File: src/rtl/pipelined_csel_adder_pkg.sv
// Shared constants and helpers for the pipelined carry-select adder.
// Defaults, stage-count derivation and parameter legality check.
package pipelined_csel_adder_pkg;

  localparam int DEF_WIDTH = 32;
  localparam int DEF_CHUNK = 8;
  localparam int DEF_BLOCK = 4;

  typedef enum logic {
    OP_ADD = 1'b0,
    OP_SUB = 1'b1
  } op_e;

  function automatic int stages_of(
    input int w,
    input int c
  );
    return w / c;
  endfunction

  // 0+1+...+k; sizes the triangular per-stage sum and operand buses
  function automatic int tri_of(input int k);
    return (k * (k + 1)) / 2;
  endfunction

  function automatic bit legal(
    input int w,
    input int c,
    input int b
  );
    return (w > 0) && (c > 0) && (b > 0) &&
           (w % c == 0) && (c % b == 0);
  endfunction

endpackage

File: src/rtl/pipelined_csel_adder_csel_block.sv
// BLOCK-bit carry-select slice: both carry-in cases precomputed.
// Ports: x, y operands; cin selects the result; s sum, cout carry.
module csel_block #(
  parameter int W = 4
) (
  input  logic [W-1:0] x,
  input  logic [W-1:0] y,
  input  logic         cin,
  output logic [W-1:0] s,
  output logic         cout
);

  logic [W:0] r0;
  logic [W:0] r1;

  assign r0 = {1'b0, x} + {1'b0, y};
  assign r1 = {1'b0, x} + {1'b0, y} + {{W{1'b0}}, 1'b1};

  assign {cout, s} = cin ? r1 : r0;

endmodule

File: src/rtl/pipelined_csel_adder.sv
// Pipelined carry-select add/sub, CHUNK bits resolved per stage.
// Ports: valid/ready in (a,b,cin,sub), valid/ready out (sum,cout,ovf).
module pipelined_csel_adder
  import pipelined_csel_adder_pkg::*;
#(
  parameter int WIDTH = DEF_WIDTH,
  parameter int CHUNK = DEF_CHUNK,
  parameter int BLOCK = DEF_BLOCK
) (
  input  logic             clk,
  input  logic             rst_n,
  input  logic             in_valid,
  output logic             in_ready,
  input  logic [WIDTH-1:0] a,
  input  logic [WIDTH-1:0] b,
  input  logic             cin,
  input  logic             sub,
  output logic             out_valid,
  input  logic             out_ready,
  output logic [WIDTH-1:0] sum,
  output logic             cout,
  output logic             ovf
);

  localparam int STAGES = stages_of(WIDTH, CHUNK);
  localparam int NB     = CHUNK / BLOCK;
  localparam int S_TOT  = CHUNK * tri_of(STAGES);
  localparam int R_TOT  = (STAGES > 1) ?
                          CHUNK * tri_of(STAGES - 1) : 1;

  if (!legal(WIDTH, CHUNK, BLOCK)) begin : g_bad
    $error("WIDTH/CHUNK/BLOCK must divide evenly");
  end

  // Stage k owns s[(k+1)*CHUNK] resolved bits and the
  // (STAGES-1-k)*CHUNK unconsumed operand bits, packed back to back.
  logic [STAGES-1:0] v_q, v_d;
  logic [STAGES-1:0] c_q, c_d;
  logic [S_TOT-1:0]  s_q, s_d;
  logic [R_TOT-1:0]  ra_q, ra_d;
  logic [R_TOT-1:0]  rb_q, rb_d;
  logic              ovf_q, ovf_d;

  logic             stall;
  logic [WIDTH-1:0] beff;
  logic             c0;

  assign stall = v_q[STAGES-1] & ~out_ready;
  assign beff  = (op_e'(sub) == OP_SUB) ? ~b : b;
  assign c0    = (op_e'(sub) == OP_SUB) | cin;

  if (STAGES == 1) begin : g_norem
    assign ra_d = '0;
    assign rb_d = '0;
  end

  for (genvar k = 0; k < STAGES; k++) begin : g_stage
    localparam int SO = CHUNK * tri_of(k);
    localparam int RO = CHUNK * (tri_of(STAGES - 1) -
                                 tri_of(STAGES - 1 - k));
    localparam int RW = CHUNK * (STAGES - 1 - k);

    logic [CHUNK-1:0] xa;
    logic [CHUNK-1:0] xb;
    logic [CHUNK-1:0] sc;
    logic             ci;

    if (k == 0) begin : g_src
      assign xa     = a[CHUNK-1:0];
      assign xb     = beff[CHUNK-1:0];
      assign ci     = c0;
      assign v_d[0] = in_valid;
      assign s_d[SO +: CHUNK] = sc;
      if (RW > 0) begin : g_rem
        assign ra_d[RO +: RW] = a[WIDTH-1:CHUNK];
        assign rb_d[RO +: RW] = beff[WIDTH-1:CHUNK];
      end
    end else begin : g_src
      localparam int PSO = CHUNK * tri_of(k - 1);
      localparam int PRO = CHUNK * (tri_of(STAGES - 1) -
                                    tri_of(STAGES - k));
      assign xa     = ra_q[PRO +: CHUNK];
      assign xb     = rb_q[PRO +: CHUNK];
      assign ci     = c_q[k-1];
      assign v_d[k] = v_q[k-1];
      assign s_d[SO +: (k + 1) * CHUNK] =
        {sc, s_q[PSO +: k * CHUNK]};
      if (RW > 0) begin : g_rem
        assign ra_d[RO +: RW] = ra_q[PRO + CHUNK +: RW];
        assign rb_d[RO +: RW] = rb_q[PRO + CHUNK +: RW];
      end
    end

    // Select chain: each block's carry picks the next block's result
    for (genvar j = 0; j < NB; j++) begin : g_blk
      logic bci;
      logic bco;
      if (j == 0) begin : g_ci
        assign bci = ci;
      end else begin : g_ci
        assign bci = g_blk[j-1].bco;
      end
      csel_block #(
        .W (BLOCK)
      ) u_blk (
        .x    (xa[j*BLOCK +: BLOCK]),
        .y    (xb[j*BLOCK +: BLOCK]),
        .cin  (bci),
        .s    (sc[j*BLOCK +: BLOCK]),
        .cout (bco)
      );
    end

    assign c_d[k] = g_blk[NB-1].bco;

    // Top chunk carries both sign bits (a and effective b)
    if (k == STAGES - 1) begin : g_ovf
      assign ovf_d = (xa[CHUNK-1] == xb[CHUNK-1]) &&
                     (sc[CHUNK-1] != xa[CHUNK-1]);
    end
  end

  always_ff @(posedge clk or negedge rst_n) begin
    if (!rst_n) begin
      v_q   <= '0;
      c_q   <= '0;
      s_q   <= '0;
      ra_q  <= '0;
      rb_q  <= '0;
      ovf_q <= 1'b0;
    end else if (!stall) begin
      v_q   <= v_d;
      c_q   <= c_d;
      s_q   <= s_d;
      ra_q  <= ra_d;
      rb_q  <= rb_d;
      ovf_q <= ovf_d;
    end
  end

  assign in_ready  = ~stall;
  assign out_valid = v_q[STAGES-1];
  assign sum       = s_q[S_TOT-1 -: WIDTH];
  assign cout      = c_q[STAGES-1];
  assign ovf       = ovf_q;

endmodule

File: config.mk
export PLATFORM = sky130hd
export DESIGN_NAME = pipelined_csel_adder
export DESIGN_NICKNAME = d
export VERILOG_FILES = /design/src/rtl/pipelined_csel_adder_pkg.sv /design/src/rtl/pipelined_csel_adder_csel_block.sv /design/src/rtl/pipelined_csel_adder.sv
export SDC_FILE = /design/constraint.sdc
export NUM_CORES = 1
export LEC_CHECK = 0
export CORE_AREA = 3 3 154 156
export CTS_CLUSTER_DIAMETER = 40
export DETAILED_ROUTE_END_ITERATION = 8
export DIE_AREA = 0 0 157 159
export HOLD_SLACK_MARGIN = 0.1
export SETUP_SLACK_MARGIN = 0.1
export SYNTH_ARGS = -nofsm -noshare
export SYNTH_HDL_FRONTEND = slang
export SYNTH_HIERARCHICAL = 1
export SYNTH_SLANG_ARGS = --single-unit
export TNS_END_PERCENT = 50
File: constraint.sdc
create_clock -name clk -period 5.2 [get_ports clk]
set_clock_uncertainty 0.1 [all_clocks]
set_input_delay 1.04 -clock clk [delete_from_list [all_inputs] [get_ports clk]]
set_output_delay 1.04 -clock clk [all_outputs]
set_load 0.03 [all_outputs]
==> flow_summary.ini, run 1 <==
[hold_path]
worstHoldStart = v_q[2]
hold_depth = 1
hold_end = v_q[3]
hold_class = reg2reg

[critical_path]
r2r_end = ovf
crit_arrival_ns = 4.53
crit_fanout = 5
start_kind = input port
rr_worst_depth = 15
end_kind = flop
required_ns = 5.46
critical_path_class = in2reg
r2r_setup_slack_ns = 1.38
reg2reg_from = ra_q[40]

[clocking]
cts_tree = yes
cts_buffers = 17
path_clk_slew_ns = 0.07
htree_num_levels = 4
clk_latency_ns = 0.43
cts_hold_buf = 0
post_cts_resized = 0
clockBufferDepth = 2
cts.sink_count = 185
clockRootBuffer = clkbuf_16
post-cts-setup-buffers = 0

[place]
place_area_um2 = 11000
placedCellCount = 1074
port_buffers = 105
dp_hpwl_mm = 11.7
globalplace.congestion = 0.779
post-place-ws_ns = 0.551

[synth]
yosysMostFrequentCell = dfrtp_1
yosys.area.top_type_share_pct = 46.3
netlist_area_um2 = 10000
synthTopCellsByCount = 185 x dfrtp_1, 137 x mux2_4, 56 x xor2_1, 46 x mux2_2
syn_area_per_cell_um2 = 13.6
synth_seq_cells = 185
ys_types = 30
async_flop_share_pct = 100
ys.warnings.count = 6
yosysTopAreaCell = dfrtp_1
yosys-top-cells-area = dfrtp_1 46%, mux2_4 21%, mux2_2 5.2%, ha_1 5.0%, xor2_1 4.9%
synth_nets = 854
ys_seq_area_share_pct = 46.3
synth_edf_count = 0
syn_inst = 736
synth_ff_type = dfrtp_1

[power]
p_leak_uw = 0.00540
peakVddDrop_uv = 264
powerDensity_nw_per_um2 = 674

[final_layout]
nFillCells = 1889
fin_nets = 926
syn_to_final_growth_pct = 15.9
drive_above_1_share_pct = 27.4
fin_area_um2 = 11600
stdcell_count = 1107

[grt]
grt_first_pass_wirelength_mm = 28.7
met3_usage_pct = 2.31
met2_usage_pct = 22.1
grtUsageMet1_pct = 19.8
grt_max_degree = 121
grt_overflow = 0
grt_pass1_vias = 5751
grt.total_usage_pct = 14.1
grt-busiest-layer = met2
antenna_found_initial = 1

[floorplanning]
core-area_um2 = 22500
ioPinCount = 106
std_cell_rows = 55
dieArea_um2 = 25000
die_w_um = 157
start_util_pct = 44.5
die_y_um = 159

[flow_run]
max-cap-violations = 0

[timing]
hold_viol_final = 0
drv_slew = 0
fin_tns_setup_ns = 0
worstMarginPinSlew_ns = 1.07
finalCriticalPeriod_ns = 4.27
holdWs_ns = 0.379
setup_viol = 0
timing.final.crit_share_pct = 82.1
clock.fmax_ghz = 0.234
max_slew_margin_pct = 28.7
setup_slack_ns = 0.930
grt_setup_unrepaired = false

[detailed_routing]
vias = 5440
wl_per_cell_um = 15.6
via_per_inst = 4.91
drt_iter0_markers = 236
drtPass1Iterations = 4
wl_mm = 17.2
drtAntennaViolNets = 0
remaining_drc_errors = 0

[status]
status = complete, no violations
-- cell type report --
cell class	instances	area, um2	area share, %
multi-input combinational	454	4750	41.0
sequential	185	4630	39.9
timing repair buffer	110	1100	9.49
clock buffer	17	425	3.67
tap	285	357	3.08
clock inverter	15	178	1.53
inverter	40	150	1.29
antenna	1	2.50	0.0216
-- stage by stage --
stage / power [uW] / utilization, %
floorplan: 5830 / -
global placement: 6400 / 48.8
detailed placement: 6550 / 48.8
CTS: 7920 / 51.5
global route: 8390 / 51.5
finish: 7820 / 51.5
-- worst max-delay path: stages --
cell             delay, ns
clkdlybuf4s50_1       0.47
xor2_1                0.16
ha_1                  0.20
inv_1                 0.07
fa_1                  0.48
inv_1                 0.08
ha_1                  0.15
nand2_1               0.11
a2111oi_0             0.51
a2bb2oi_1             0.12
nand3_1               0.20
nand2_1               0.14
or4_1                 0.41
a2bb2oi_1             0.15
nand3_1               0.10
mux2_2                0.14
-- kinds of logic after synthesis --
| logic type | synth area share, % |
|---|---|
| flops | 46.3 |
| mux | 25.7 |
| buf+inv | 6.22 |
| simple gates | 3.90 |
| compound gates | 4.97 |
| xor+xnor | 6.30 |
| fa+ha+maj | 6.60 |
-- flip-flops by register name (all words and copies together), names as in the netlist --
signal and flops:
ra_q 48, rb_q 48, s_q 80, v_q 4, ovf 1, c_q 4
-- cell usage in the layout, fill, tap and decap left out, types with 2 or more instances in the layout --
cell             Yosys  final
a2111oi_0            8      8
a21o_1               8      8
a21oi_1              8      8
a2bb2oi_1            8      8
a31oi_1              9      9
buf_4               32      4
clkbuf_16            0     17
clkdlybuf4s50_1      0    103
clkinv_4             0      2
clkinv_8             0      2
dfrtp_1            185    185
fa_1                 8      8
ha_1                40     40
inv_1               40     40
inv_6                0      2
inv_8                0      6
mux2_2              46     46
mux2_4             137    137
nand2_1             32     32
nand3_1              8      8
nor2_1               8      8
nor2b_1              8      8
nor3_1               8      8
o21a_1              16     16
o21ai_0             16     16
or4_1                8      8
xnor2_1             16     16
xor2_1              56     56
-- how the worst max path moves through the flow --
stage / depth (start not counted) / to / from / slack [ns]
global placement: 16 / c_q[0] / b[0] / 0.78
finish: 16 / c_q[0] / b[0] / 0.93
CTS: 16 / c_q[0] / b[0] / 0.98
floorplan: 17 / c_q[0] / sub / 0.95
global route: 16 / c_q[0] / b[0] / 0.65
detailed placement: 16 / c_q[0] / b[0] / 0.55
-- power by group --
| group | switching (uW) | leakage (uW) | internal [uW] | total (uW) |
|---|---|---|---|---|
| combinational | 1750 | 0.00294 | 2230 | 3980 |
| sequential | 422 | 0.00216 | 2110 | 2530 |
| clock | 617 | 0.000295 | 692 | 1310 |
| total | 2790 | 0.00540 | 5030 | 7820 |
-- layer usage --
metal,share of wire (%),up-vias
li1,-,2671
met1,48,2659
met2,47,90
met3,3.6,20
met4,1.5,0
met5,0,-
No activity file was read; power rests on OpenSTA's default activity.
==> inputs of run 2 (changes only) <==
==> constraint.sdc (replaced) <==
create_clock -name clk -period 4.1 [get_ports clk]
set_clock_uncertainty 0.1 [all_clocks]
set_input_delay 0.82 -clock clk [delete_from_list [all_inputs] [get_ports clk]]
set_output_delay 0.82 -clock clk [all_outputs]
set_load 0.03 [all_outputs]
==> flow_summary.ini, run 2 (same netlist as run 1, synthesis figures left out) <==
[critical_path]
end_kind = flop
r2r_end = ovf
start_kind = input port
crit_arrival_ns = 4.10
startpoint = b[0]
endpoint = c_q[0]
reg2reg_from = rb_q[40]
required_ns = 4.37
crit_fanout = 4
rr_worst_depth = 15
critical_path_class = in2reg
r2r_setup_slack_ns = 0.48

[place]
globalplace.congestion = 0.754
place_area_um2 = 11100
port_buffers = 105
post-place-ws_ns = -0.145
dp_hpwl_mm = 11.8
placedCellCount = 1081

[detailed_routing]
vias = 5551
wl_mm = 17.1
wl_per_cell_um = 15.3
drtPass1Iterations = 4
drtAntennaViolNets = 0
remaining_drc_errors = 0
drt_iter0_markers = 249
via_per_inst = 4.99

[timing]
setup_viol = 0
fin_tns_setup_ns = 0
worstMarginPinSlew_ns = 0.932
timing.final.crit_share_pct = 93.4
max_slew_margin_pct = 37.9
hold_viol_final = 0
clock.fmax_ghz = 0.261
setup_slack_ns = 0.269
drv_slew = 0
grt_setup_unrepaired = false
finalCriticalPeriod_ns = 3.83

[final_layout]
top_register = s_q
drive_above_1_share_pct = 28.1
largest_reg_flops = 80
utilization_pct = 51.9
fin_nets = 933
diodes = 0
final_common_cell = dfrtp_1
nFillCells = 1888
final_cell_mix = 185 x dfrtp_1, 137 x mux2_4, 102 x clkdlybuf4s50_1
stdcell_count = 1113
fin_area_um2 = 11700
syn_to_final_growth_pct = 16.8
reg.largest.list = s_q x80, ra_q x48, rb_q x48

[floorplanning]
std_cell_rows = 55
dieArea_um2 = 25000
die_w_um = 157
ioPinCount = 106
start_util_pct = 44.5
die_y_um = 159
core-area_um2 = 22500

[power]
peakVddDrop_uv = 308
powerDensity_nw_per_um2 = 855
p_leak_uw = 0.00545

[clocking]
htree_num_levels = 4
cts.sink_count = 185
clockRootBuffer = clkbuf_16
post-cts-setup-buffers = 0
cts_hold_buf = 0
post_cts_resized = 0
clockBufferDepth = 2
cts_buffers = 17
cts_tree = yes
path_clk_slew_ns = 0.07
clk_latency_ns = 0.43

[flow_run]
max-cap-violations = 0

[grt]
antenna_found_initial = 1
grt.total_usage_pct = 14.6
grt_first_pass_wirelength_mm = 29.6
grt_pass1_vias = 6021
grt_overflow = 0
grt_max_degree = 121

[hold_path]
hold_class = reg2reg
worstHoldStart = v_q[2]

[status]
status = complete, no violations
[run 2: cell types whose count changed in the layout (fill, tap and decap cells not counted), sizes merged]
cell and change:
inv -2, bufinv +2, clkinvlp +1, clkdlybuf4s50 -1, clkinv -1, diode -1
buf +8
[run 2: stage by stage]
stage               hold WS (ns)  total power [uW]
finish                     0.376             10000
detailed placement         0.355              8310
floorplan                  0.330              7400
global route               0.397             10700
global placement           0.340              8140
CTS                        0.372             10100
[run 2: worst max-delay path, cell delays in order]
cell,delay (ns)
clkdlybuf4s50_1,0.47
xor2_1,0.17
ha_1,0.19
inv_1,0.06
fa_1,0.46
inv_1,0.07
ha_1,0.14
nand2_1,0.08
or4_1,0.43
a2bb2oi_1,0.15
nand3_1,0.14
nand2_1,0.11
or4_1,0.43
a2bb2oi_1,0.15
nand3_1,0.10
mux2_2,0.14
[run 2: routing by layer]
layer | GRT usage (%) | part of all wire, %
met4 | 5.29 | 1.7
met3 | 2.50 | 3.2
met5 | 0 | 0
met1 | 20.1 | 48
met2 | 23.1 | 47
[run 2: power by group]
group | switching, uW | total (uW) | internal, uW
combinational | 2210 | 5040 | 2840
clock | 761 | 1750 | 988
sequential | 530 | 3200 | 2670
total | 3500 | 10000 | 6500
[run 2: worst min path at each step]
stage / endpoint / slack [ns] / cells past startpoint
after detailed placement: v_q[3] / 0.36 / 1
after global routing: v_q[3] / 0.40 / 1
after floorplan: v_q[3] / 0.33 / 1
final: v_q[3] / 0.38 / 1
after CTS: v_q[3] / 0.37 / 1
after global placement: v_q[3] / 0.34 / 1
[run 2: final cells by class]
cell class / count / area, um2 / area share, %
timing repair buffer: 117 / 1160 / 9.95
clock inverter: 15 / 210 / 1.80
multi-input combinational: 454 / 4750 / 40.7
clock buffer: 17 / 425 / 3.64
inverter: 40 / 150 / 1.28
tap: 285 / 357 / 3.05
sequential: 185 / 4630 / 39.6
==> inputs of run 3 (changes only) <==
--- a/config.mk
+++ b/config.mk
@@ -10,6 +10,7 @@
 export DETAILED_ROUTE_END_ITERATION = 8
 export DIE_AREA = 0 0 157 159
 export HOLD_SLACK_MARGIN = 0.1
+export PLACE_DENSITY = 0.73
 export SETUP_SLACK_MARGIN = 0.1
 export SYNTH_ARGS = -nofsm -noshare
 export SYNTH_HDL_FRONTEND = slang
==> flow_summary.ini, run 3 (same netlist as run 1, synthesis figures left out) <==
[clocking]
post_cts_resized = 0
htree_num_levels = 4
path_clk_slew_ns = 0.08
post-cts-setup-buffers = 0
cts_buffers = 17
cts_hold_buf = 0
clockBufferDepth = 2
cts_tree = yes
cts.sink_count = 185
clk_latency_ns = 0.43
clockRootBuffer = clkbuf_16

[floorplanning]
die_w_um = 157
std_cell_rows = 55
die_y_um = 159
ioPinCount = 106
start_util_pct = 44.5
core-area_um2 = 22500
dieArea_um2 = 25000

[timing]
drv_slew = 0
clock.fmax_ghz = 0.260
grt_setup_unrepaired = false
max_slew_margin_pct = 48.3
hold_viol_final = 0
fin_tns_setup_ns = 0
timing.final.crit_share_pct = 93.9
finalCriticalPeriod_ns = 3.85
worstMarginPinSlew_ns = 0.776
setup_slack_ns = 0.249
setup_viol = 0

[detailed_routing]
wl_per_cell_um = 15.4
drt_iter0_markers = 195
drtPass1Iterations = 4
drtAntennaViolNets = 0
vias = 5542
wl_mm = 17.1
via_per_inst = 4.98
remaining_drc_errors = 0

[hold_path]
hold_class = in2async

[power]
p_leak_uw = 0.00544
powerDensity_nw_per_um2 = 851
peakVddDrop_uv = 353

[place]
globalplace.congestion = 0.808
post-place-ws_ns = -0.158
port_buffers = 105
placedCellCount = 1081
dp_hpwl_mm = 11.9

[grt]
grt_first_pass_wirelength_mm = 28.8
grt_pass1_vias = 5683
grt.total_usage_pct = 14.2
grt_max_degree = 99
antenna_found_initial = 1
grt_overflow = 0

[flow_run]
max-cap-violations = 0

[critical_path]
reg2reg_from = rb_q[40]
crit_arrival_ns = 4.12
r2r_setup_slack_ns = 0.47
crit_fanout = 4
critical_path_class = in2reg
rr_worst_depth = 15
start_kind = input port
r2r_end = ovf
required_ns = 4.37
end_kind = flop

[final_layout]
top_register = s_q
nFillCells = 1899
final_common_cell = dfrtp_1
stdcell_count = 1113
diodes = 0
largest_reg_flops = 80
drive_above_1_share_pct = 28.3
reg.largest.list = s_q x80, ra_q x48, rb_q x48
fin_nets = 933
syn_to_final_growth_pct = 16.6
final_cell_mix = 185 x dfrtp_1, 137 x mux2_4, 102 x clkdlybuf4s50_1
utilization_pct = 51.8

[status]
status = complete, no violations
==> run 3: cell types whose count changed in the layout (fill, tap and decap cells not counted), sizes merged <==
cell      previous run  this run
clkbuf              18        19
clkinv               4         6
inv                 46        47
bufinv               3         1
clkinvlp             2         0
==> run 3: area by class of cell <==
type	count	area (um2)	area share, %
clock inverter	14	180	1.54
timing repair buffer	117	1160	9.96
tap	285	357	3.06
multi-input combinational	454	4760	40.8
sequential	185	4630	39.7
inverter	40	150	1.29
clock buffer	18	429	3.68
==> run 3: how the worst max path moves through the flow <==
stage	slack, ns	cells past startpoint	from	end
finish	0.25	16	b[0]	c_q[0]
detailed placement	-0.16	16	b[0]	c_q[0]
CTS	0.28	16	b[0]	c_q[0]
global placement	-0.0003	16	b[0]	c_q[0]
floorplan	0.12	17	sub	c_q[0]
global route	0.11	16	b[0]	c_q[0]
==> run 3: where the power goes <==
group	total (uW)	switching, uW	internal (uW)
sequential	3200	528	2670
combinational	5050	2220	2830
clock	1670	796	879
==> run 3: metal layers <==
layer	track usage, %	part of all wire [%]
met3	2.80	3.1
met1	19.7	48
met2	21.8	47
met4	5.45	2.0
met5	0	0.064
==> run 3: through the flow <==
step | hold slack (ns) | instance area, um2 | total power, uW
finish | 0.335 | 11700 | 9930
detailed placement | 0.348 | 11100 | 8300
floorplan | 0.330 | 10000 | 7400
global placement | 0.348 | 11100 | 8120
CTS | 0.362 | 11700 | 10000
global route | 0.392 | 11700 | 10600
==> run 3: worst max-delay path, stage by stage <==
cell             delay, ns
clkdlybuf4s50_1       0.49
xor2_1                0.16
ha_2                  0.20
inv_1                 0.06
fa_1                  0.46
inv_1                 0.08
ha_1                  0.14
nand2_1               0.09
or4_1                 0.43
a2bb2oi_1             0.15
nand3_1               0.15
nand2_2               0.09
or4_1                 0.41
a2bb2oi_1             0.14
nand3_1               0.11
mux2_2                0.14
==> patch: new RTL, config.mk and constraints of run 3 <==
`DEF_CHUNK`: 8 -> 16.
--- a/src/rtl/pipelined_csel_adder_pkg.sv
+++ b/src/rtl/pipelined_csel_adder_pkg.sv
@@ -5,3 +5,3 @@
   localparam int DEF_WIDTH = 32;
-  localparam int DEF_CHUNK = 8;
+  localparam int DEF_CHUNK = 16;
   localparam int DEF_BLOCK = 4;
Behaviour: not the same (Yosys sat finds a counterexample within 4 cycles, from zero or initial values and one cycle with rst_n low).
==> patch against run 3 <==
The flow now finishes with violations (setup timing). Design area is 32% lower. Critical path depth is 8 higher. Total power is 55% lower. Clock power is 53% lower. Sequential cell count is 100 lower. Wire length is 23% lower. Core utilization is 17 points lower. Die area stayed put. Setup slack worse by 1.2 ns. First-iteration DRC count is 55% lower. Synthesized area is 41% lower. Synthesized cell count is 29% lower. Final cell count is 15% lower. Critical endpoint unchanged. Largest cell class unchanged. Largest power group unchanged. Highest routed layer is now met4.
==> patch: results (changes against run 3) <==
outcome: "finished, violations left"
failed_checks: "setup timing"
r2r_cells: 23  # +8
place_hpwl_um: 9647  # -19%
fillers: 2252  # +19%
synthAdderAreaFrac_pct: 11.22  # +4.6 points
synth_compound_area_share_pct: 8.440  # +3.5 points
dp_slack_ns: -1.609  # -1.450 ns
vias: 4181  # -25%
clk_latency_ns: 0.35  # -0.08 ns
grt.total_usage_pct: 10.73  # -3.4 points
reg2reg_slack_ns: -0.77  # -1.24 ns
synth_cell_types: 32  # +6.7%
synth_xor_area_share_pct: 10.71  # +4.4 points
cts_buffers: 9  # -8
largest_reg_flops: 48  # -40%
syn-instance-count: 525  # -29%
finalSetupTns_ns: -6.052  # -6.052 ns
worst_ep_arrival_time_ns: 5.20  # +1.08 ns
gp_congestion: 0.7810  # -3.4%
yosys-top-cells-area: "dfrtp_1, mux2_2, ha_1"
layout-drive-gt1-share_pct: 32.58  # +4.3 points
antenna_found_initial: 0  # -1
finalSetupViolCount: 12  # +12
setup_ws_ns: -0.9066  # -1.156 ns
first_global_vias: 4326  # -24%
r2r-start: "g_stage[1].xa[0]"
syn_to_final_growth_pct: 34.76
p_leak_nw: 3.533  # -35%
hold_slack_ns: 0.3584  # +0.02308 ns
vias_per_cell: 4.396  # -12%
crit_slowest_cell: "fa_1"
hold_class: "register to register"
drt_iter0_markers: 88  # -55%
avgRoutedWirePerCell_um: 13.90  # -9.7%
grt_pass1_wl_um: 21490  # -25%
-- patch: worst max-delay path by stage --
stage               startpoint      to  slack (ns)  depth (start not counted)
floorplan                  sub  c_q[0]       -1.18                         25
global placement          b[0]  c_q[0]       -1.49                         24
detailed placement        b[0]  c_q[0]       -1.61                         24
CTS                        sub  c_q[0]       -0.94                         24
global route               sub  c_q[0]       -1.11                         24
finish                     sub  c_q[0]       -0.91                         24
-- patch: power by group --
part           total, mW  leakage (nW)  switching, mW  internal (mW)
Clock              0.789         0.138          0.367          0.422
Combinational       2.33          2.40           1.12           1.21
Sequential          1.32         0.994          0.182           1.14
Total               4.44          3.53           1.67           2.77
-- patch: final cells by class --
| type | count | share of cell area (%) |
|---|---|---|
| Timing Repair Buffer | 170 | 19.58 |
| Sequential cell | 85 | 26.82 |
| Inverter | 41 | 2.003 |
| Multi-Input combinational cell | 354 | 43.56 |
| Clock buffer | 10 | 2.887 |
| Tap cell | 285 | 4.496 |
| Clock inverter | 6 | 0.6626 |
-- patch: critical path: cells and delay by family --
| kind | cells | cell delay (ns) |
|---|---|---|
| adder cells (fa/ha/maj) | 3 | 0.88 |
| AND/OR/NAND/NOR | 11 | 1.96 |
| XOR/XNOR | 1 | 0.14 |
| AO/OA/AOI/OAI | 5 | 1.02 |
| buffers and inverters | 3 | 0.23 |
| multiplexers | 1 | 0.13 |
-- patch: logic make-up after synthesis --
kind of cell,after synthesis
and+or+nand+nor,78
muxes,83
AOI/OAI and AO/OA,73
buffers and inverters,86
xor gates and xnor gates,72
adders and majority gates,48
DFF,85
-- patch: routing by layer --
metal | GRT usage [%] | part of all wire (%)
met1 | 13.11 | 44
met2 | 18.99 | 51
met3 | 2.555 | 4.3
met4 | 2.388 | 1.1
met5 | 0 | 0
-- patch: repair_timing --
action / in CTS / in global routing
pin swaps: 31 / 25
hold buffers: 0 / 0
buffers inserted: 7 / 3
resized for setup: 43 / 19
endpoints found under the setup margin: 15 / 16
